--- src/rtl/fifo_pkg.sv ---
// Shared definitions for the FIFO family: default sizes and elaboration helpers.
package fifo_pkg;

  localparam int DEF_DATA_W = 8;
  localparam int DEF_DEPTH  = 4;

  // Ceiling log2 for sizing address fields; clog2(1) = 0.
  function automatic int clog2(input int value);
    int result;
    int rem;
    result = 0;
    rem    = value - 1;
    while (rem > 0) begin
      result++;
      rem = rem >> 1;
    end
    return result;
  endfunction

  function automatic bit is_pow2(input int value);
    return (value >= 2) && ((value & (value - 1)) == 0);
  endfunction

endpackage

--- src/rtl/param_sync_fifo_if.sv ---
// Handshake/status bundle between a producer/consumer and param_sync_fifo.
interface param_sync_fifo_if
  import fifo_pkg::*;
#(
  parameter int DATA_W = DEF_DATA_W,
  parameter int DEPTH  = DEF_DEPTH
);
  localparam int ADDR_W = clog2(DEPTH);

  logic              flush;
  logic              write_en;
  logic [DATA_W-1:0] data_in;
  logic              read_en;
  logic [DATA_W-1:0] data_out;
  logic              full;
  logic              empty;
  logic              almost_full;
  logic              almost_empty;
  logic [ADDR_W:0]   count;
  logic              overflow;
  logic              underflow;

  modport master (
    output flush, write_en, data_in, read_en,
    input  data_out, full, empty, almost_full, almost_empty, count, overflow, underflow
  );

  modport slave (
    input  flush, write_en, data_in, read_en,
    output data_out, full, empty, almost_full, almost_empty, count, overflow, underflow
  );

endinterface

--- src/rtl/fifo_ptr_ctrl.sv ---
// Pointer bookkeeping for the FIFO: accept decisions, occupancy, flags and error pulses.
module fifo_ptr_ctrl
  import fifo_pkg::*;
#(
  parameter int DEPTH     = DEF_DEPTH,
  parameter int AF_THRESH = 3,
  parameter int AE_THRESH = 1,
  localparam int ADDR_W   = clog2(DEPTH)
) (
  input  logic              clk,
  input  logic              rst,
  input  logic              flush,
  input  logic              write_en,
  input  logic              read_en,
  output logic              mem_we,
  output logic [ADDR_W-1:0] wr_addr,
  output logic [ADDR_W-1:0] rd_addr,
  output logic [ADDR_W:0]   count,
  output logic              full,
  output logic              empty,
  output logic              almost_full,
  output logic              almost_empty,
  output logic              overflow,
  output logic              underflow
);

  localparam logic [ADDR_W:0] PTR_ONE = {{ADDR_W{1'b0}}, 1'b1};
  localparam logic [ADDR_W:0] AF_C    = AF_THRESH[ADDR_W:0];
  localparam logic [ADDR_W:0] AE_C    = AE_THRESH[ADDR_W:0];

  // MSB of each pointer is the wrap bit; the low bits address the memory.
  logic [ADDR_W:0] wr_ptr;
  logic [ADDR_W:0] rd_ptr;
  logic            rd_acc;
  logic            wr_acc;

  assign wr_addr = wr_ptr[ADDR_W-1:0];
  assign rd_addr = rd_ptr[ADDR_W-1:0];
  assign count   = wr_ptr - rd_ptr;
  assign empty   = (wr_ptr == rd_ptr);
  assign full    = (wr_addr == rd_addr) && (wr_ptr[ADDR_W] != rd_ptr[ADDR_W]);
  assign almost_full  = (count >= AF_C);
  assign almost_empty = (count <= AE_C);

  // A full FIFO still takes a write when the head is popped in the same cycle.
  assign rd_acc = read_en & ~empty;
  assign wr_acc = write_en & (~full | rd_acc);

  // Memory must not be touched by writes that flush or reset discard.
  assign mem_we = wr_acc & ~flush & ~rst;

  // Advance pointers on accepted transfers; register one-cycle rejection pulses.
  always_ff @(posedge clk) begin
    if (rst || flush) begin
      wr_ptr    <= '0;
      rd_ptr    <= '0;
      overflow  <= 1'b0;
      underflow <= 1'b0;
    end else begin
      if (wr_acc) wr_ptr <= wr_ptr + PTR_ONE;
      if (rd_acc) rd_ptr <= rd_ptr + PTR_ONE;
      overflow  <= write_en & ~wr_acc;
      underflow <= read_en & ~rd_acc;
    end
  end

endmodule

--- src/rtl/param_sync_fifo.sv ---
// Parametrised single-clock show-ahead FIFO: storage array plus gated head output.
module param_sync_fifo
  import fifo_pkg::*;
#(
  parameter int DATA_W    = DEF_DATA_W,
  parameter int DEPTH     = DEF_DEPTH,
  parameter int AF_THRESH = 3,
  parameter int AE_THRESH = 1
) (
  input  logic             clk,
  input  logic             rst,
  param_sync_fifo_if.slave bus
);

  localparam int ADDR_W = clog2(DEPTH);

  if (!is_pow2(DEPTH)) begin : g_bad_depth
    $fatal(1, "param_sync_fifo: DEPTH must be a power of two >= 2");
  end
  if (DATA_W < 1) begin : g_bad_width
    $fatal(1, "param_sync_fifo: DATA_W must be >= 1");
  end
  if (AF_THRESH < 1 || AF_THRESH > DEPTH) begin : g_bad_af
    $fatal(1, "param_sync_fifo: AF_THRESH out of range 1..DEPTH");
  end
  if (AE_THRESH < 0 || AE_THRESH > DEPTH - 1) begin : g_bad_ae
    $fatal(1, "param_sync_fifo: AE_THRESH out of range 0..DEPTH-1");
  end

  logic [DATA_W-1:0] mem [DEPTH];
  logic              mem_we;
  logic [ADDR_W-1:0] wr_addr;
  logic [ADDR_W-1:0] rd_addr;

  fifo_ptr_ctrl #(
    .DEPTH     (DEPTH),
    .AF_THRESH (AF_THRESH),
    .AE_THRESH (AE_THRESH)
  ) u_ptr_ctrl (
    .clk          (clk),
    .rst          (rst),
    .flush        (bus.flush),
    .write_en     (bus.write_en),
    .read_en      (bus.read_en),
    .mem_we       (mem_we),
    .wr_addr      (wr_addr),
    .rd_addr      (rd_addr),
    .count        (bus.count),
    .full         (bus.full),
    .empty        (bus.empty),
    .almost_full  (bus.almost_full),
    .almost_empty (bus.almost_empty),
    .overflow     (bus.overflow),
    .underflow    (bus.underflow)
  );

  // Storage is deliberately left unreset; empty gating hides stale contents.
  always_ff @(posedge clk) begin
    if (mem_we) mem[wr_addr] <= bus.data_in;
  end

  assign bus.data_out = bus.empty ? '0 : mem[rd_addr];

endmodule

--- src/flat_wrapper.sv ---
// flat-port wrapper written by rule: the top's interface ports become plain ports
module param_sync_fifo_flat import fifo_pkg::*;
#(
  parameter int DATA_W    = DEF_DATA_W,
  parameter int DEPTH     = DEF_DEPTH,
  parameter int AF_THRESH = 3,
  parameter int AE_THRESH = 1
)
  (clk, rst, bus_flush, bus_write_en, bus_data_in, bus_read_en, bus_data_out, bus_full, bus_empty, bus_almost_full, bus_almost_empty, bus_count, bus_overflow, bus_underflow);
  param_sync_fifo_if #(.DATA_W(DATA_W), .DEPTH(DEPTH)) bus_i ();
  input  logic clk;
  input  logic rst;
  input wire logic [$bits(bus_i.flush)-1:0] bus_flush;
  input wire logic [$bits(bus_i.write_en)-1:0] bus_write_en;
  input wire logic [$bits(bus_i.data_in)-1:0] bus_data_in;
  input wire logic [$bits(bus_i.read_en)-1:0] bus_read_en;
  output wire logic [$bits(bus_i.data_out)-1:0] bus_data_out;
  output wire logic [$bits(bus_i.full)-1:0] bus_full;
  output wire logic [$bits(bus_i.empty)-1:0] bus_empty;
  output wire logic [$bits(bus_i.almost_full)-1:0] bus_almost_full;
  output wire logic [$bits(bus_i.almost_empty)-1:0] bus_almost_empty;
  output wire logic [$bits(bus_i.count)-1:0] bus_count;
  output wire logic [$bits(bus_i.overflow)-1:0] bus_overflow;
  output wire logic [$bits(bus_i.underflow)-1:0] bus_underflow;
  assign bus_i.flush = bus_flush;
  assign bus_i.write_en = bus_write_en;
  assign bus_i.data_in = bus_data_in;
  assign bus_i.read_en = bus_read_en;
  assign bus_data_out = bus_i.data_out;
  assign bus_full = bus_i.full;
  assign bus_empty = bus_i.empty;
  assign bus_almost_full = bus_i.almost_full;
  assign bus_almost_empty = bus_i.almost_empty;
  assign bus_count = bus_i.count;
  assign bus_overflow = bus_i.overflow;
  assign bus_underflow = bus_i.underflow;
  param_sync_fifo #(.DATA_W(DATA_W), .DEPTH(DEPTH), .AF_THRESH(AF_THRESH), .AE_THRESH(AE_THRESH)) u_core (.clk(clk), .rst(rst), .bus(bus_i));
endmodule
--- config.mk ---
export PLATFORM = sky130hd
export DESIGN_NAME = param_sync_fifo_flat
export DESIGN_NICKNAME = d
export VERILOG_FILES = /design/src/rtl/fifo_pkg.sv /design/src/rtl/param_sync_fifo_if.sv /design/src/rtl/fifo_ptr_ctrl.sv /design/src/rtl/param_sync_fifo.sv /design/src/flat_wrapper.sv
export SDC_FILE = /design/constraint.sdc
export NUM_CORES = 1
export LEC_CHECK = 0
export CAP_MARGIN = 5
export CORE_MARGIN = 2
export CORE_UTILIZATION = 40
export DETAILED_ROUTE_END_ITERATION = 16
export GPL_TIMING_DRIVEN = 0
export PLACE_DENSITY = 0.74
export RECOVER_POWER = 25
export SLEW_MARGIN = 15
export SYNTH_ARGS = -nofsm -noshare
export SYNTH_HDL_FRONTEND = slang
export SYNTH_SLANG_ARGS = --single-unit
--- constraint.sdc ---
create_clock -name clk -period 4.64 [get_ports clk]
set_input_delay 0.464 -clock clk [delete_from_list [all_inputs] [get_ports clk]]
set_output_delay 0.464 -clock clk [all_outputs]
set_load 0.02 [all_outputs]
; After elaboration in Yosys (flattened, before gate mapping)
; Memory sizes are Yosys's and may differ from the RTL's. A register that Yosys moved wholly into a read port is not among the register bits.
; Cells that the tools add are included.
[op_classes]
add_sub_neg = 3
mul = 0
n_div = 0
order_cmp = 2
n_eq_ne = 3
n_shift = 0
muxes = 5
n_bitwise = 13
reduce_logical = 2
[ops]
columns = operator, count
row1 = 2-to-1 mux 8 bit, 1
row2 = "adder 3 x 1 -> 3 bit, second input constant", 2
row3 = bitwise AND 1 bit, 6
row4 = NOT 1 bit, 6
row5 = 2-to-1 mux 2 bit, 2
row6 = == test 3 bit, 1
row7 = ">= comparator 3 x 2 -> 1 bit, second input constant", 1
row8 = "less-or-equal comparator 3 x 1 -> 1 bit, second input constant", 1
row9 = subtractor 3 bit, 1
row10 = == test 2 bit, 1
row11 = 2-to-1 mux 1 bit, 2
row12 = logical AND 1 bit, 1
row13 = logical OR 1 bit, 1
row14 = != test 1 bit, 1
row15 = bitwise OR 1 bit, 1
[totals]
regBits = 8
latch_bits = 0
ram_bits = 32
rom_bits = 0
input_bits = 13
output_inout_bits = 17
elab_cells = 33
n_memories = 1
[mem_list]
columns = name, depth, word_bits, rd, rd_clocked_by_memory_dff, wr, line_no
row1 = u_core.mem, 4, 8, 1, 1, 1, param_sync_fifo.sv:30  ; logic [DATA_W-1:0] mem [DEPTH];

; Logic depth before layout (Yosys ltp)
[depth]
ltp_word = 9
depth_mapped = 6
ltp_nobuf = 6

; Cells and area by module
; Synthesis repeated with hierarchy kept, for this count alone.
[hier_totals]
cells_unflattened = 127
hier_area_um2 = 1769.2
[modules_own_cells]
columns = mod, instances, cells_per_inst, area_each_um2, seq_area_each_um2
row1 = param_sync_fifo, 1, 67, 1253.7, 960.9
row2 = fifo_ptr_ctrl, 1, 60, 515.5, 160.2

; Worst setup path before layout
; Ideal clock, no wire load.
[synth_timing]
path_kind = register -> output
from = reg u_core.u_ptr_ctrl.wr_ptr[0]
to = out bus_almost_full
t_arrival_ps = 1695
path_slack_ps = 2481
path_stages_with_launch = 7
cell_sequence = dfxtp_1 -> inv_1 -> ha_1 -> inv_1 -> fa_1 -> xnor2_1 -> a21o_1
[synth_via]
elab_chain_len = 2
[synth_rtl]
columns = element, line_no
row1 = from (decl), fifo_ptr_ctrl.sv:32  ; logic [ADDR_W:0] wr_ptr;
row2 = from (signal assigned), fifo_ptr_ctrl.sv:60  ; if (wr_acc) wr_ptr <= wr_ptr + PTR_ONE;
row3 = subtractor 3 bit, fifo_ptr_ctrl.sv:39  ; assign count = wr_ptr - rd_ptr;
row4 = via bus_count[2], flat_wrapper.sv:22  ; output wire logic [$bits(bus_i.count)-1:0] bus_count;
row5 = >= comparator 3 x 2 -> 1 bit, fifo_ptr_ctrl.sv:42  ; assign almost_full = (count >= AF_C);
row6 = to (decl), flat_wrapper.sv:20  ; output wire logic [$bits(bus_i.almost_full)-1:0] bus_almost_full;
; The timed path passes the listed nets, and every way through them passes these cells.

; Final worst setup path
[layout_timing]
from = reg u_core.u_ptr_ctrl.wr_ptr[0]
to = out bus_almost_full
[layout_via]
elab_chain_len = 2
[layout_rtl]
columns = element, line_no
row1 = subtractor 3 bit, fifo_ptr_ctrl.sv:39
row2 = >= comparator 3 x 2 -> 1 bit, fifo_ptr_ctrl.sv:42
; Every way passes these cells.

==> reports/metrics.cfg <==
[power]
ir_drop_v = 0.0001414
leakage_nw = 0.7963
power_density_mw_per_mm2 = 333.2
p_total_w = 0.0007575

[yosys]
ys_ff_latch = 42
avgSynthCellArea_um2 = 15.43
ys_seq_area_share_pct = 64.31
syn_inst = 117
syn_nets = 138
synthesis.area_mm2 = 0.001805
synth_cell_type_count = 26
yosysWarnings = 0

[placement]
port_buffers = 29
postPlaceCellArea_mm2 = 0.002161
dp_hpwl_um = 2318
gp_congestion = 0.8921

[floorplanning]
start_util_pct = 41.47
io_pins = 30
core_area_mm2 = 0.004354
die_area_mm2 = 0.005067
fp.dieW_um = 71.19
num_rows = 24
fp.dieH_um = 71.19

[sta]
setup_viol = 0
fin_setup_tns_ns = 0
finClkSkew_ns = 0.01015
slew_violations = 0
hold_violations = 0
worst_pin_slew_ns = 0.5245
max_freq_mhz = 361.4
slew_headroom_pct = 65.03
period_share_pct = 59.63
rsz0062_at_grt = false
min_period_ns = 2.767

[worst_setup_path]
cp.arrival_ns = 2.30
crit_slowest_cell = clkdlybuf4s50_1
worst-path-buf-inv = 3
crit_family = buffers and inverters
regToRegSetupSlack_ns = 2.80
crit_top_cell = inv_1
worstSetupStartpointType = register
cp_max_fo = 4
crit_type = register to output port
slowest_delay_ns = 0.59
crit_required_ns = 4.18
worstPathCellList = inv_1, ha_1, inv_1, fa_1, xnor2_1, a21o_1, clkdlybuf4s50_1
critPathCaptureType = output port

[global_routing]
grt_max_degree = 15
grt_use_total_pct = 14.32
overflow = 0
grt_pass1_vias = 1169
grt_first_pass_wirelength_um = 5499
antenna_found_initial = 0

[clocking]
cts_resized = 0
clkSinkCount = 42
clock_latency_ns = 0.29
cts_tree = built
cts_buffer_depth = 2
cts_buffers = 5
htreeDepth = 2
cts_root_buffer = clkbuf_8
hold_buffers = 0
post_cts_buffers = 0
clkSlewWorstSetupHoldPaths_ns = 0.07

[detailed_routing]
wire_per_inst_um = 16.03
vias = 1061
wl_um = 3303
drt_pass1_iterations = 4
first_iter_violations = 61
via_per_inst = 5.150
drc = 0
ant_nets = 0

[layout]
area_growth_pct = 25.92
fin_area_mm2 = 0.002273
drive_above_1_share_pct = 15.58
num_antenna_cells = 0
fin_nets = 174
fin_util_pct = 52.21

[flow_run]
cap_viol_max_count = 0

[outcome]
status = finished clean

[worst_hold_path]
hold_class = register to register

## metrics by stage
step	cells	hold WS [ns]	setup slack (ns)
2_1_floorplan	117	0.4670	2.481
3_3_place_gp	198	0.4826	2.218
3_5_place_dp	198	0.5035	2.164
4_1_cts	206	0.5121	1.842
5_1_grt	206	0.5306	1.701
6_report	206	0.5114	1.873
## synthesized netlist by cell type (all sizes together)
cell / count / area share [%]
inv: 7 / 1.5
fa: 1 / 1.1
or3: 2 / 0.69
clkbuf: 1 / 0.21
and4: 1 / 0.49
mux2i: 6 / 3.3
and2: 1 / 0.35
nor2b: 8 / 2.8
o31a: 1 / 0.55
o211ai: 2 / 0.83
mux4: 8 / 10
edfxtp: 32 / 53
nand4: 1 / 0.35
xnor2: 2 / 0.97
a31oi: 1 / 0.35
nand4b: 1 / 0.49
a21oi: 1 / 0.28
and3: 5 / 2.0
nor2: 4 / 0.83
buf: 3 / 0.83
a21o: 1 / 0.42
dfxtp: 10 / 11
ha: 7 / 4.9
nand2: 10 / 2.1
xor2: 1 / 0.49
## cell type report
cell class | instances | area [um^2]
Buffer | 4 | 18.77
Clock buffer | 5 | 68.82
Clock inverter | 3 | 43.79
Fill cell | 376 | 2081
Inverter | 7 | 26.28
Multi-Input combinational cell | 64 | 599.3
Sequential cell | 42 | 1161
Tap cell | 52 | 65.06
Timing Repair Buffer | 29 | 290.3
## kinds of logic after synthesis
logic type	Yosys count	synth area share (%)
fa+ha+maj	8	5.960
mux	14	13.31
simple gates	33	10.05
xor+xnor	3	1.456
compound gates	6	2.425
buf+inv	11	2.495
flops	42	64.31
## layer usage
layer  global-route usage (%)  vias up  share of wire, %
li1                         -      505                 -
met1                    16.68      513                44
met2                    24.69       41                50
met3                    4.843        2               6.0
met4                    4.822        0              0.54
met5                        0        -                 0
## cells in the final DEF, fill, tap and decap left out, types with 2 or more instances in the layout
master            n
nor2_1            4
clkdlybuf4s50_1  23
dfxtp_1          10
clkbuf_8          5
edfxtp_1         32
mux2i_1           6
inv_1             7
buf_2             3
o211ai_1          2
or3_1             2
mux4_2            8
xnor2_1           2
nor2b_1           8
ha_1              7
and3_2            4
dlygate4sd3_1     6
nand2_1          10
## flip-flops by register name, summed over array words and instances (netlist names), named ones only
register and count:
u_core.u_ptr_ctrl.rd_ptr 3, u_core.u_ptr_ctrl.wr_ptr 3, u_core.u_ptr_ctrl.underflow 1, u_core.mem 32
u_core.u_ptr_ctrl.overflow 1
## path summary, 6_finish.rpt
path                                                                from                                       end  cells after the start
worst max register to register  u_core.u_ptr_ctrl.wr_ptr[0]$_SDFFE_PP0P_                u_core.mem[3][1]$_DFFE_PP_                      5
worst min register to register  u_core.u_ptr_ctrl.wr_ptr[0]$_SDFFE_PP0P_  u_core.u_ptr_ctrl.wr_ptr[0]$_SDFFE_PP0P_                      2
worst max-delay path            u_core.u_ptr_ctrl.wr_ptr[0]$_SDFFE_PP0P_                           bus_almost_full                      7
worst min-delay path            u_core.u_ptr_ctrl.wr_ptr[0]$_SDFFE_PP0P_  u_core.u_ptr_ctrl.wr_ptr[0]$_SDFFE_PP0P_                      2
## power breakdown
part / internal (W) / switching, W / leakage (nW) / total (W)
combinational: 0.0000302 / 0.0000317 / 0.368 / 0.0000619
sequential: 0.000408 / 0.00000173 / 0.370 / 0.000410
clock: 0.000161 / 0.000125 / 0.0585 / 0.000286
## worst reg2reg max path: stages (launching register included)
cell,delay (ns)
dfxtp_1,0.39
inv_1,0.11
ha_1,0.32
nand2_1,0.09
o31a_2,0.35
and3_2,0.32
(Power assumes the default switching activity.)
